===== src/rtl/regfile_writeback.sv =====
// Integer register file writer: merges ALU results and buffered load results onto one write port, tracks pending writes.
// Latency: 1 cycle from selection to write_enable; a load is selectable the cycle after it is pushed.
// Backpressure: alu_ready only while the load FIFO is empty; ld_ready while the FIFO is not full. Optional macro WB_FORWARD_EN adds fwd_* bypass outputs.
module regfile_writeback #(
  parameter int XLEN          = 32,
  parameter int LD_FIFO_DEPTH = 4
) (
  input  logic            clk,
  input  logic            reset,
  input  logic            alu_valid,
  output logic            alu_ready,
  input  logic [4:0]      alu_rd,
  input  logic [XLEN-1:0] alu_data,
  input  logic            ld_valid,
  output logic            ld_ready,
  input  logic [4:0]      ld_rd,
  input  logic [XLEN-1:0] ld_data,
  input  logic [2:0]      ld_funct3,
  input  logic [1:0]      ld_addr_lo,
  input  logic            issue_valid,
  input  logic [4:0]      issue_rd,
  output logic [31:0]     busy,
  output logic            write_enable,
  output logic [4:0]      write_addr,
`ifdef WB_FORWARD_EN
  output logic [XLEN-1:0] write_data,
  output logic            fwd_valid,
  output logic [4:0]      fwd_addr,
  output logic [XLEN-1:0] fwd_data
`else
  output logic [XLEN-1:0] write_data
`endif
);

  localparam int PTR_W = (LD_FIFO_DEPTH > 1) ? $clog2(LD_FIFO_DEPTH) : 1;
  localparam int CNT_W = PTR_W + 1;

  localparam logic [2:0] F3_LB  = 3'b000;
  localparam logic [2:0] F3_LH  = 3'b001;
  localparam logic [2:0] F3_LBU = 3'b100;
  localparam logic [2:0] F3_LHU = 3'b101;

  // One buffered or selected write: destination and final value.
  typedef struct packed {
    logic [4:0]      rd;
    logic [XLEN-1:0] data;
  } entry_t;

  // Load FIFO state.
  entry_t             fifo_mem [LD_FIFO_DEPTH];
  logic [PTR_W-1:0]   wr_ptr;
  logic [PTR_W-1:0]   rd_ptr;
  logic [CNT_W-1:0]   count;

  logic               push;
  logic               pop;
  logic               fifo_empty;
  logic               fifo_full;
  entry_t             push_entry;
  logic [XLEN-1:0]    ld_ext;
  logic [7:0]         ld_byte;
  logic [15:0]        ld_half;

  // Arbitration result.
  logic               sel_valid;
  entry_t             sel_entry;

  logic [31:0]        busy_next;

  assign fifo_empty = (count == '0);
  assign fifo_full  = (count == CNT_W'(LD_FIFO_DEPTH));

  // Ready signals depend only on the registered count, never on the valids.
  assign ld_ready  = !fifo_full;
  assign alu_ready = fifo_empty;

  assign push = ld_valid && ld_ready;
  // The head always drains when present; the register file never stalls us.
  assign pop  = !fifo_empty;

  // Extract the addressed byte/half and extend it so the FIFO holds final values.
  always_comb begin
    ld_byte = ld_data[{ld_addr_lo, 3'b000} +: 8];
    ld_half = ld_data[{ld_addr_lo[1], 4'b0000} +: 16];
    ld_ext  = ld_data;
    case (ld_funct3)
      F3_LB:   ld_ext = {{(XLEN-8){ld_byte[7]}}, ld_byte};
      F3_LBU:  ld_ext = {{(XLEN-8){1'b0}}, ld_byte};
      F3_LH:   ld_ext = {{(XLEN-16){ld_half[15]}}, ld_half};
      F3_LHU:  ld_ext = {{(XLEN-16){1'b0}}, ld_half};
      default: ld_ext = ld_data;
    endcase
    push_entry.rd   = ld_rd;
    push_entry.data = ld_ext;
  end

  // Load storage; contents need no reset because count gates every read.
  always_ff @(posedge clk) begin
    if (push) begin
      fifo_mem[wr_ptr] <= push_entry;
    end
  end

  // FIFO pointers and occupancy; a simultaneous push and pop keeps count.
  always_ff @(posedge clk) begin
    if (reset) begin
      wr_ptr <= '0;
      rd_ptr <= '0;
      count  <= '0;
    end else begin
      if (push) begin
        wr_ptr <= wr_ptr + PTR_W'(1);
      end
      if (pop) begin
        rd_ptr <= rd_ptr + PTR_W'(1);
      end
      if (push && !pop) begin
        count <= count + CNT_W'(1);
      end else if (pop && !push) begin
        count <= count - CNT_W'(1);
      end
    end
  end

  // Loads first so the FIFO drains; the ALU only wins when the FIFO is empty.
  always_comb begin
    sel_valid = 1'b0;
    sel_entry = '0;
    if (pop) begin
      sel_valid = 1'b1;
      sel_entry = fifo_mem[rd_ptr];
    end else if (alu_valid) begin
      sel_valid      = 1'b1;
      sel_entry.rd   = alu_rd;
      sel_entry.data = alu_data;
    end
  end

  // Pending-write bits: clear on selection, then set on issue so a new issue wins.
  always_comb begin
    busy_next = busy;
    if (sel_valid) begin
      busy_next[sel_entry.rd] = 1'b0;
    end
    if (issue_valid && (issue_rd != 5'd0)) begin
      busy_next[issue_rd] = 1'b1;
    end
    busy_next[0] = 1'b0;
  end

  // Scoreboard register.
  always_ff @(posedge clk) begin
    if (reset) begin
      busy <= '0;
    end else begin
      busy <= busy_next;
    end
  end

  // Registered write port; address and data hold when nothing is written.
  always_ff @(posedge clk) begin
    if (reset) begin
      write_enable <= 1'b0;
      write_addr   <= '0;
      write_data   <= '0;
    end else if (sel_valid && (sel_entry.rd != 5'd0)) begin
      write_enable <= 1'b1;
      write_addr   <= sel_entry.rd;
      write_data   <= sel_entry.data;
    end else begin
      write_enable <= 1'b0;
    end
  end

`ifdef WB_FORWARD_EN
  // Bypass copy of this cycle's selection, one cycle ahead of the write port.
  assign fwd_valid = sel_valid && (sel_entry.rd != 5'd0);
  assign fwd_addr  = sel_entry.rd;
  assign fwd_data  = sel_entry.data;
`endif

endmodule


===== config.mk =====
export PLATFORM = sky130hd
export DESIGN_NAME = regfile_writeback
export DESIGN_NICKNAME = d
export VERILOG_FILES = /design/src/rtl/regfile_writeback.sv
export SDC_FILE = /design/constraint.sdc
export NUM_CORES = 1
export LEC_CHECK = 0
export CORE_UTILIZATION = 45
export CTS_CLUSTER_SIZE = 14
export DETAILED_ROUTE_END_ITERATION = 10
export PLACE_DENSITY = 0.69
export SLEW_MARGIN = 20
export SYNTH_ARGS = -nofsm -noshare
export SYNTH_HDL_FRONTEND = slang
export SYNTH_SLANG_ARGS = --single-unit

===== constraint.sdc =====
create_clock -name clk -period 4.81 [get_ports clk]
set_clock_uncertainty 0.15 [all_clocks]
set_input_delay 0.7215 -clock clk [delete_from_list [all_inputs] [get_ports clk]]
set_output_delay 0.7215 -clock clk [all_outputs]
set_load 0.01 [all_outputs]

==> flow_summary.yaml <==
hold_path:
  holdCritPathClass: "reg -> reg"
  hp-start: "write_addr[4]"
place:
  dp.cells: 1196
  globalplace.congestion: 0.9720
  dp_hpwl_um: 17710
  dp_slack_ps: 1264
  postPlaceCellArea_um2: 11830
  io_buffers: 159
worst_setup_path:
  r2r_start: "count[0]"
  crit_start: "count[0]"
  endpoint_kind: "primary output"
  worstPathArrival_ps: 2410
  required_ps: 3940
  start_kind: "register"
  crit_fanout: 17
  crit_type: "reg -> out"
run_status:
  violations: "design-rule violations"
  status: "finished with violations"
yosys:
  syn_nets: 905
  synth_top_flop_cell: "edfxtp_1"
  synth-simple-area-share_pct: 11.58
  synth_xor_area_share_pct: 0.4332
  synth_edf_count: 148
  synth_cells: 811
  synth_top_family_by_area: "compound AO/OA/AOI/OAI gates"
  synth_warnings: 0
  synth_top_area_cell: "edfxtp_1"
  synth.area.top_cells: "edfxtp_1 (44%), dfxtp_1 (15%), mux4_2 (8.0%)"
  synth_compound_area_share_pct: 15.06
  syn_area_um2: 10110
  synth_mux_area_share_pct: 9.307
  yosysUniqueCellTypes: 62
  ys_seq_elements: 226
  synth.yosys.seq_area_share_pct: 59.41
  yosys.area_share.adder_pct: 0.6188
  synth_top_area_share_pct: 43.96
  syn_area_per_cell_um2: 12.47
  async_reset_ff_share_pct: 0
finish:
  fin_cells: 1240
  drive_above_1_share_pct: 13.02
  fillCellCount: 1767
  post-route-util_pct: 57.47
  synthToLayoutAreaGrowth_pct: 24.83
  finalInstanceArea_um2: 12620
  layout.nets: 1036
  n_antenna_cell: 0
clock_network:
  post_cts_resized: 0
  cts_tree: "built"
  cts.path.max_buffers: 3
  post_cts_buffers: 0
  hold_buffers: 0
  cts.clk_slew.worst_paths_ps: 60
  root_buffer: "clkbuf_16"
  clkLatencyLatePin_ps: 510
  cts.sinks: 226
  cts_inserted_buffers: 24
  htreeDepth: 1
sta:
  fmax_ghz: 0.3049
  tightest_slew_ps: 1152
  min_period_ps: 3279
  final_hold_viol_count: 0
  hold_ws_ps: 327.9
  slew_headroom_pct: 23.04
  rsz0062_at_grt: "no"
  maxSlewViolCount: 0
  fin_setup_tns_ps: 0
  setup_violations: 0
  fin_ws_ps: 1531
  fin_crit_sh_pct: 68.18
floorplanning:
  num_rows: 54
  initial_utilization_pct: 46.04
  die_w_um: 151.9
  core_area_um2: 21960
  die_h_um: 151.9
  io_pins: 161
  die_area_um2: 23070
global_route:
  overflow: 0
  antenna_found_initial: 0
  grt_start_max_net_pins: 48
  grtUsageTotal_pct: 22.70
  grt_pass1_vias: 7321
  grt_pass1_wl_um: 41030
routing:
  dr.first_iter.drc_count: 562
  drc: 24
  wl_um: 26070
  via_per_inst: 5.935
  wl_per_cell_um: 21.03
  postRouteAntennaNets: 0
  drtPass1Iterations: 9
  via_count: 7360
power:
  power_mw: 6.766
  p_int_mw: 4.570
  clkPwrFrac_pct: 27.1
  power_switching_mw: 2.196
  swShare_pct: 32.45
  ir_drop_v: 0.0003148
  p_leak_nw: 4.275
  combPwrFrac_pct: 34.4
  p_seq_share_pct: 38.5
  powerDensity_nw_per_um2: 536.2
flow_run:
  max_cap_viol_count: 0
==> layout by cell type (no fill, tap or decap), types with 4 or more instances in the layout <==
cell             count
nor2_1              25
and3_2               4
a311oi_1            21
a311oi_2            26
inv_1               16
nor3b_1              7
o211ai_1             7
o21ai_0             19
clkdlybuf4s50_1    158
dfxtp_1             76
o221ai_1             6
a22oi_1              5
or3_1                5
ha_1                 5
a21oi_1             64
edfxtp_1           148
o22ai_1              9
a2bb2oi_1            4
a31oi_1              4
mux2i_1             13
clkbuf_1             7
nand2_1            129
clkinv_2             6
o22a_1               4
nand2b_1             7
nand3_1             40
clkbuf_16           25
mux4_2              36
buf_4               10
==> cells by family (layout without fill, tap and decap cells) <==
| family | Yosys count | after routing |
|---|---|---|
| AND/OR/NAND/NOR | 248 | 248 |
| flip-flops | 226 | 226 |
| adder cells (fa/ha/maj) | 5 | 5 |
| other | 1 | 1 |
| buffers and inverters | 81 | 230 |
| multiplexers | 49 | 49 |
| XOR/XNOR | 5 | 5 |
| AO/OA/AOI/OAI | 196 | 196 |
==> power groups by stage <==
| stage | Clock, mW | Combinational (mW) | Sequential [mW] |
|---|---|---|---|
| floorplan | 0 | 1.46 | 2.66 |
| global placement | 0 | 2.32 | 2.64 |
| detailed placement | 0 | 2.34 | 2.65 |
| CTS | 1.87 | 2.35 | 2.61 |
| global route | 1.94 | 2.51 | 2.64 |
| finish | 1.83 | 2.33 | 2.61 |
==> critical path: stages (launching register included) <==
cell	delay [ps]
dfxtp_1	360
or3_1	370
inv_1	460
clkdlybuf4s50_1	700
==> per-layer routing <==
metal	wire [um]	track usage, %	share of wire, %
met5	0	0	0
met4	717	7.726	2.8
met3	1753	3.908	6.7
met2	12860	38.89	49
met1	10740	29.21	41
==> cell usage after synthesis (13+ instances only) <==
cell type and number:
edfxtp_1 148, nand2_1 129, dfxtp_1 78, a21oi_1 64
clkbuf_1 41, nand3_1 40, mux4_2 36, a311oi_2 26
nor2_1 25, a311oi_1 21, o21ai_0 19, inv_1 16
mux2i_1 13
==> area by class of cell <==
cell class              instances  area [um2]  area share, %
well taps                     280       350.3          2.776
multi-input cells             504        3750          29.71
flip-flops and latches        226        6008          47.61
inverters                      17       63.81         0.5057
repair buffers                169        1662          13.17
clock inverters                10       106.4         0.8428
clock buffers                  34       679.4          5.384
==> path summary, 6_finish.rpt <==
path,cells after the start,slack (ps),to
setup reg to reg,6,1640,write_data[16]
hold / removal,2,330,write_addr[4]
hold reg to reg,2,330,write_addr[4]
setup / recovery,3,1530,alu_ready
==> registers in the layout (all words and copies together), names as in the netlist, named ones only <==
signal,flops
write_data,32
write_addr,5
count,3
write_enable,1
fifo_mem,148
wr_ptr,2
rd_ptr,2
busy,31
Note: power is estimated with default switching activity, not from simulation.
